--- src/rtl/uart_tx.sv ---
// rtl/uart_tx.sv - UART transmitter: start, data MSB-first, odd parity, stop; line idles high.
module uart_tx #(
    parameter int CLKS_PER_BIT = 1,
    parameter int DATA_BITS    = 6
) (
    input  logic                 clk,
    input  logic                 rst,
    input  logic                 tx_valid,
    input  logic [DATA_BITS-1:0] tx_data,
    output logic                 tx_ready,
    output logic                 data_tx,
    output logic                 tx_busy,
    output logic                 tx_done
);

    localparam int          IDX_W    = (DATA_BITS > 1) ? $clog2(DATA_BITS) : 1;
    localparam logic [15:0] LAST_CNT = 16'(CLKS_PER_BIT - 1);

    typedef enum logic [2:0] {
        S_IDLE   = 3'd0,
        S_START  = 3'd1,
        S_DATA   = 3'd2,
        S_PARITY = 3'd3,
        S_STOP   = 3'd4
    } state_t;

    state_t               r_state, w_state_nxt;
    logic [15:0]          r_clk_cnt, w_clk_cnt_nxt;
    logic [IDX_W-1:0]     r_bit_idx, w_bit_idx_nxt;
    logic [DATA_BITS-1:0] r_shift, w_shift_nxt;
    logic                 r_parity, w_parity_nxt;
    logic                 r_tx, w_tx_nxt;
    logic                 r_done, w_done_nxt;
    logic                 w_last;
    logic                 w_accept;

    assign w_last   = (r_clk_cnt == LAST_CNT);
    assign tx_ready = (r_state == S_IDLE) || ((r_state == S_STOP) && w_last);
    assign w_accept = tx_valid && tx_ready;
    assign data_tx  = r_tx;
    assign tx_busy  = (r_state != S_IDLE);
    assign tx_done  = r_done;

    always_ff @(posedge clk or posedge rst) begin
        if (rst) begin
            r_state   <= S_IDLE;
            r_clk_cnt <= '0;
            r_bit_idx <= '0;
            r_shift   <= '0;
            r_parity  <= 1'b0;
            r_tx      <= 1'b1;
            r_done    <= 1'b0;
        end else begin
            r_state   <= w_state_nxt;
            r_clk_cnt <= w_clk_cnt_nxt;
            r_bit_idx <= w_bit_idx_nxt;
            r_shift   <= w_shift_nxt;
            r_parity  <= w_parity_nxt;
            r_tx      <= w_tx_nxt;
            r_done    <= w_done_nxt;
        end
    end

    // data_tx is registered, so each branch loads the value of the bit being entered.
    always_comb begin
        w_state_nxt   = r_state;
        w_clk_cnt_nxt = w_last ? 16'd0 : r_clk_cnt + 16'd1;
        w_bit_idx_nxt = r_bit_idx;
        w_shift_nxt   = r_shift;
        w_parity_nxt  = r_parity;
        w_tx_nxt      = r_tx;
        w_done_nxt    = 1'b0;
        case (r_state)
            S_IDLE: begin
                w_clk_cnt_nxt = 16'd0;
                w_tx_nxt      = 1'b1;
                if (w_accept) begin
                    w_state_nxt = S_START;
                    w_shift_nxt = tx_data;
                    w_tx_nxt    = 1'b0;
                end
            end
            S_START: begin
                w_parity_nxt = ~^r_shift;
                if (w_last) begin
                    w_state_nxt   = S_DATA;
                    w_bit_idx_nxt = IDX_W'(DATA_BITS - 1);
                    w_tx_nxt      = r_shift[DATA_BITS-1];
                    w_shift_nxt   = r_shift << 1;
                end
            end
            S_DATA: begin
                if (w_last) begin
                    if (r_bit_idx == '0) begin
                        w_state_nxt = S_PARITY;
                        w_tx_nxt    = r_parity;
                    end else begin
                        w_bit_idx_nxt = r_bit_idx - IDX_W'(1);
                        w_tx_nxt      = r_shift[DATA_BITS-1];
                        w_shift_nxt   = r_shift << 1;
                    end
                end
            end
            S_PARITY: begin
                if (w_last) begin
                    w_state_nxt = S_STOP;
                    w_tx_nxt    = 1'b1;
                end
            end
            S_STOP: begin
                if (w_last) begin
                    w_done_nxt = 1'b1;
                    if (w_accept) begin
                        w_state_nxt = S_START;
                        w_shift_nxt = tx_data;
                        w_tx_nxt    = 1'b0;
                    end else begin
                        w_state_nxt = S_IDLE;
                        w_tx_nxt    = 1'b1;
                    end
                end
            end
            default: begin
                w_state_nxt   = S_IDLE;
                w_clk_cnt_nxt = 16'd0;
                w_tx_nxt      = 1'b1;
            end
        endcase
    end

endmodule

--- config.mk ---
export PLATFORM = sky130hd
export DESIGN_NAME = uart_tx
export DESIGN_NICKNAME = d
export VERILOG_FILES = /design/src/rtl/uart_tx.sv
export SDC_FILE = /design/constraint.sdc
export NUM_CORES = 1
export LEC_CHECK = 0
export BUFFER_PORTS_ARGS = -buffer_cell sky130_fd_sc_hd__clkbuf_2
export CAP_MARGIN = 10
export CELL_PAD_IN_SITES_DETAIL_PLACEMENT = 1
export CELL_PAD_IN_SITES_GLOBAL_PLACEMENT = 1
export CORE_MARGIN = 2
export CORE_UTILIZATION = 37
export DETAILED_ROUTE_END_ITERATION = 10
export GPL_ROUTABILITY_DRIVEN = 0
export GPL_TIMING_DRIVEN = 1
export PLACE_DENSITY_LB_ADDON = 0.1
export SYNTH_ARGS = -nofsm -noshare
export SYNTH_HDL_FRONTEND = slang
export SYNTH_SLANG_ARGS = --single-unit
--- constraint.sdc ---
create_clock -name clk -period 1.7 [get_ports clk]
set_input_delay 0.17 -clock clk [delete_from_list [all_inputs] [get_ports clk]]
set_output_delay 0.17 -clock clk [all_outputs]
set_load 0.01 [all_outputs]
=== After elaboration in Yosys (flattened, before gate mapping) ===
Cells that the tools add are included.

* Register bits after elaboration: 31
* Input port bits: 9
* Output and inout port bits: 4
* Logic and storage cells: 64

* Add/sub/neg operators: 2
* Eq/ne operators: 11
* Mux-type cells: 29
* Reductions and logical operators: 15

{| class="wikitable"
|+ Operator list
! cell !! count
|-
| 16-bit 2-to-1 mux || 2
|-
| 6-bit 2-to-1 mux || 5
|-
| 3-bit 2-to-1 mux || 9
|-
| 6-bit case mux with 4 select lines || 1
|-
| 16-bit by 1-bit adder with 16-bit output, second input constant || 1
|-
| 16-bit zero test || 1
|-
| 3-bit case mux with 5 select lines || 1
|-
| 2-bit inequality test, second input constant || 7
|-
| 1-bit 2-to-1 mux || 9
|-
| 4-bit AND reduction || 2
|-
| 3-bit by 2-bit equality test with 1-bit output, second input constant || 2
|-
| 3-bit zero test || 2
|-
| 3-bit case mux with 2 select lines || 1
|-
| 6-bit AND reduction || 1
|-
| 6-bit XNOR reduction || 1
|-
| 1-bit case mux with 5 select lines || 1
|-
| 5-bit AND reduction || 1
|-
| 4-bit nonzero test || 1
|-
| 4-bit OR reduction || 1
|-
| 3-bit by 1-bit equality test with 1-bit output, second input constant || 1
|-
| 3-bit equality test, second input constant || 1
|-
| 3-bit nonzero test || 1
|-
| 3-bit by 1-bit subtractor with 3-bit output, second input constant || 1
|-
| 1-bit logical AND || 2
|-
| 2 further kinds || 2
|}

=== Depth between registers and ports, before layout ===
* Depth in word-level cells: 7
* Gate-level depth with buffers: 9

=== Worst setup path after synthesis ===
OpenSTA, ideal clock, no wires.

* Path type: register -> register
* Start point: reg r_clk_cnt[0]
* End point: reg r_shift[1]
* Arrival: 1.505 ns
* Data required time: 1.573 ns
* Path slack: 0.068 ns
* Stages on the path, launching flop included: 9
* Buffers on the path: 2
* Path through: dfrtp_1 -> inv_1 -> ha_1 -> nor3b_1 -> nand4_1 -> buf_6 -> buf_6 -> o32ai_2 -> a2bb2oi_2

* Word-level cells in the longest chain between the ends: 7
* Elaborated cells between the ends (all ways): 11
* Those cells by class: eq/ne: 3; mux: 3; reduce/logical: 5

{| class="wikitable"
|+ RTL lines
! element !! RTL line !! source
|-
| start, declared || 28 || <nowiki>logic [15:0] r_clk_cnt, w_clk_cnt_nxt;</nowiki>
|-
| start signal, assigned || 55 || <nowiki>r_clk_cnt <= w_clk_cnt_nxt;</nowiki>
|-
| 16-bit zero test * || 37 || <nowiki>assign w_last = (r_clk_cnt == LAST_CNT);</nowiki>
|-
| 1-bit logical AND || 38 || <nowiki>assign tx_ready = (r_state == S_IDLE) || ((r_state == S_STOP) && w_last);</nowiki>
|-
| 1-bit logical OR || 38 ||
|-
| 1-bit logical AND || 39 || <nowiki>assign w_accept = tx_valid && tx_ready;</nowiki>
|-
| 6-bit 2-to-1 mux (2 in series) || - ||
|-
| 6-bit case mux with 4 select lines || - ||
|-
| end signal, assigned || 57 || <nowiki>r_shift <= w_shift_nxt;</nowiki>
|-
| end, declared || 30 || <nowiki>logic [DATA_BITS-1:0] r_shift, w_shift_nxt;</nowiki>
|}

Every way passes the cells marked *; elsewhere a longest branch is shown, timed or not. The select of a mux whose other input is x is not followed.
A chain may end at the register's enable or synchronous reset.

=== Final worst setup path ===
* Start point: reg r_clk_cnt[8]
* End point: out tx_ready

* Word-level cells in the longest chain between the ends: 3

{| class="wikitable"
|+ RTL lines
! element !! RTL line !! source
|-
| 16-bit zero test || 37 ||
|-
| 1-bit logical AND || 38 ||
|-
| 1-bit logical OR || 38 ||
|-
| end, declared || 10 || <nowiki>output logic tx_ready,</nowiki>
|}

No other way between the ends.

==> impl_results.md <==
* Vias in the first global route at 1712
* CP delay by family, top: buffers and inverters
* Capturing point of the worst reg2reg path: r_shift[4]
* Later-pin clock latency in the skew report at 0.30 ns
* Clock power frac at 15.5%
* Setup Slack @ Placement at -0.161 ns
* Worst-path maximum fanout at 2
* Outcome: finished with violations
* IO Pins at 13
* Layout area overhead at 36.0%
* PnR worst setup slack at -0.233 ns
* Max-slew violation count at 0
* Worst r2r src: r_clk_cnt[8]
* Final Hold Violating Endpoints at 0
* RSZ-0062 raised after global routing: yes
* Post-route ant nets at 0
* H-tree depth at 2
* Mux cell area share after synthesis at 0.605%
* P_int at 2.27 mW
* Min-delay worst type: primary input to register
* Row cnt at 25
* Fill count at 545
* Sw Share at 40.6%
* Pleak at 1.06 nW
* Synth warn at 0
* Cell Area, Synth at 1860 sq um
* Crit-path cells: nor4_2, buf_4, nand4_1, buf_6, a21oi_4, buf_6, buf_6
* Worst Skew at 0.0122 ns
* Setup violations, final at 22
* Power, Total at 3.82 mW
* Area of the core at 4790 sq um
* Initial core utilization at 38.9%
* All-layer global routing usage at 19.3%
* Crit path to: tx_ready
* Share of cells above drive strength 1 at 38.1%
* Startpoint types: register
* Total CTS buffers at 5
* Avg WL per Cell at 16.7 um
* Nets@finish at 259
* Die extent in y at 74.9 um
* Mapped Cells at 193
* Fin crit share at 114%
* Reg2Reg Setup Slack at -0.20 ns
* Adder-Cell Fraction of Synth Area at 2.69%
* Most common cell after layout, fill and taps aside: buf_4
* Main combinational cell family by area after synthesis: simple AND/OR/NAND/NOR gates
* DIE AREA at 5610 sq um
* Total DRC errors in the routed layout at 0
* Comb power frac at 55.0%
* Clock tree root driver cell: clkbuf_8
* Final HPWL DP at 3600 um
* CP Capture Type: primary output
* Post-synthesis register bit count at 31
* Worst Path Arrival at 1.76 ns
* Max clock buf depth at 2
* Achievable Freq at 0.517 GHz
* Ant diodes at 0
* Slew headroom at 59.7%
* Most used cell, CP: buf_6
* Crit. path cell count at 7
* Power Density at 1510 nW/um^2
* Critical path's slowest cell: dfrtp_1
* Post-DR vias/cell at 5.25
* Most frequent cells in the layout: 35 x buf_4, 29 x dfrtp_1, 24 x nor2_1
* DRT Pass-1 Iters at 4
* Die span in x at 74.9 um
* Via count at 1647
* Hold WS at 0.106 ns
* Post-Synth XOR/XNOR Area at 9.89%
* CTS tree: built
* WS Path Type: register to primary output
* Sw power at 1.55 mW
* Minimum clock period at 1.93 ns
* Critical path data required time at 1.53 ns
* Port buffer count at 12
* Worst R2R Path Depth at 7
* Global route overflow at 0
* DRT Wirelength at 5250 um
* Largest net degree at the start of global routing at 32
* Antenna violations before repair at 0
* Global-route wire length before repair at 8170 um
* Failing checks: negative setup slack
* Syn_nets at 206
* Compound-gate portion of the synthesized area at 19.0%
* Register area share after synthesis at 41.8%
* Slowest stage delay, CP at 0.39 ns
* Initial DRC Count at 47
* Final Non-Filler Cells at 314
* Critical Path Start: r_clk_cnt[8]
* Max VDD drop at 0.000670 V
* Synth cell types at 41
* Syn_area_per_cell at 9.64 sq um
* Reg power frac at 29.5%
* Placed Cells at 297
* Worst slew pin tran at 0.604 ns
* CP bufs+invs at 4
* Max cap viols at 0
* Synth Area in Simple Gates at 21.1%
* Clock-pin transition on the worst setup and hold timing paths at 0.08 ns
* TritonCTS Sinks at 31
==> synthesized netlist by cell type (all sizes together) <==
cell | n | share of area, %
and2 | 2 | 0.67
nand4 | 3 | 1.0
inv | 11 | 2.2
mux2 | 1 | 0.61
nor2 | 28 | 5.6
dfrtp | 30 | 40
a31oi | 2 | 0.67
a211oi | 1 | 0.40
o41ai | 1 | 0.87
o22a | 6 | 2.8
xnor2 | 16 | 7.5
a2bb2oi | 5 | 4.0
and4 | 1 | 0.47
xor2 | 5 | 2.4
a211o | 1 | 0.54
o21ai | 5 | 1.3
nor2b | 1 | 0.34
o32ai | 5 | 4.0
clkbuf | 1 | 0.20
or2 | 1 | 0.47
o2bb2ai | 1 | 1.5
nand2 | 18 | 3.6
nand2b | 1 | 0.34
nor4 | 4 | 1.3
a21oi | 6 | 2.2
or3 | 1 | 0.34
and3 | 2 | 0.67
nand3b | 2 | 0.81
o22ai | 2 | 0.67
buf | 7 | 2.5
dfstp | 1 | 1.4
nor3 | 9 | 2.4
nor3b | 2 | 0.81
ha | 4 | 2.7
nand3 | 7 | 2.2
==> timing repair <==
action / 4_1_cts / 5_1_grt
gates cloned: 0 / 1
pin swaps: 9 / 8
hold buffers: 1 / 0
hold endpoints to repair: 30 / 0
endpoints found under the setup margin: 14 / 31
resized for setup: 18 / 13
buffers inserted: 4 / 3
==> cells by family after synthesis <==
| family | Yosys count |
|---|---|
| AOI/OAI and AO/OA | 35 |
| xor gates and xnor gates | 21 |
| adders and majority gates | 4 |
| buffers and inverters | 19 |
| DFF | 31 |
| muxes | 1 |
| and+or+nand+nor | 82 |
==> final cells by class <==
class	count	area (sq um)	share of cell area [%]
sequential	31	778	30.7
tap	67	83.8	3.31
clock buffer	6	72.6	2.87
inverter	11	41.3	1.63
multi-input combinational	143	1100	43.3
timing repair buffer	54	447	17.6
clock inverter	2	12.5	0.494
==> worst min-delay path by stage <==
stage          cells after the start           end       start  slack [ns]
2_1_floorplan                      1  r_bit_idx[0]         rst        0.27
3_3_place_gp                       3       tx_done         rst        0.26
3_5_place_dp                       3       tx_done         rst        0.27
4_1_cts                            3    r_shift[0]  tx_data[0]        0.11
5_1_grt                            3    r_shift[0]  tx_data[0]        0.10
6_report                           3    r_shift[0]  tx_data[0]        0.11
==> state kept, by name, summed over array words and instances (netlist names) <==
register,cells
r_shift,6
tx_done,1
r_parity,1
r_state,3
r_bit_idx,3
data_tx,1
r_clk_cnt,16
==> power groups by stage <==
| stage | Clock, mW | Combinational, mW | Sequential, mW |
|---|---|---|---|
| floorplan | 0 | 1.39 | 1.05 |
| global placement | 0 | 1.75 | 1.11 |
| detailed placement | 0 | 1.82 | 1.13 |
| CTS | 0.601 | 1.94 | 1.12 |
| global route | 0.636 | 2.26 | 1.16 |
| finish | 0.591 | 2.10 | 1.13 |
==> worst min-delay path, stage by stage <==
cell      delay [ns]
clkbuf_2        0.08
nand4_1         0.06
o21ai_1         0.06
==> routing by layer <==
metal / part of all wire (%) / wire length [um] / vias to the layer above / track usage [%]
met3: 2.2 / 118 / 6 / 4.55
met2: 50 / 2630 / 20 / 31.1
li1: - / - / 781 / -
met5: 0 / 0 / - / 0
met4: 0.86 / 45 / 0 / 4.17
met1: 47 / 2460 / 840 / 26.6
==> metrics by stage <==
stage	cell area [sq um]	util [%]	setup TNS (ns)
finish	2530	52.9	-2.19
global route	2530	52.9	-5.24
CTS	2410	50.3	-2.49
detailed placement	2210	46.3	-1.23
global placement	2210	46.3	-0.895
floorplan	1860	-	0
No activity file was read; power rests on OpenSTA's default activity.
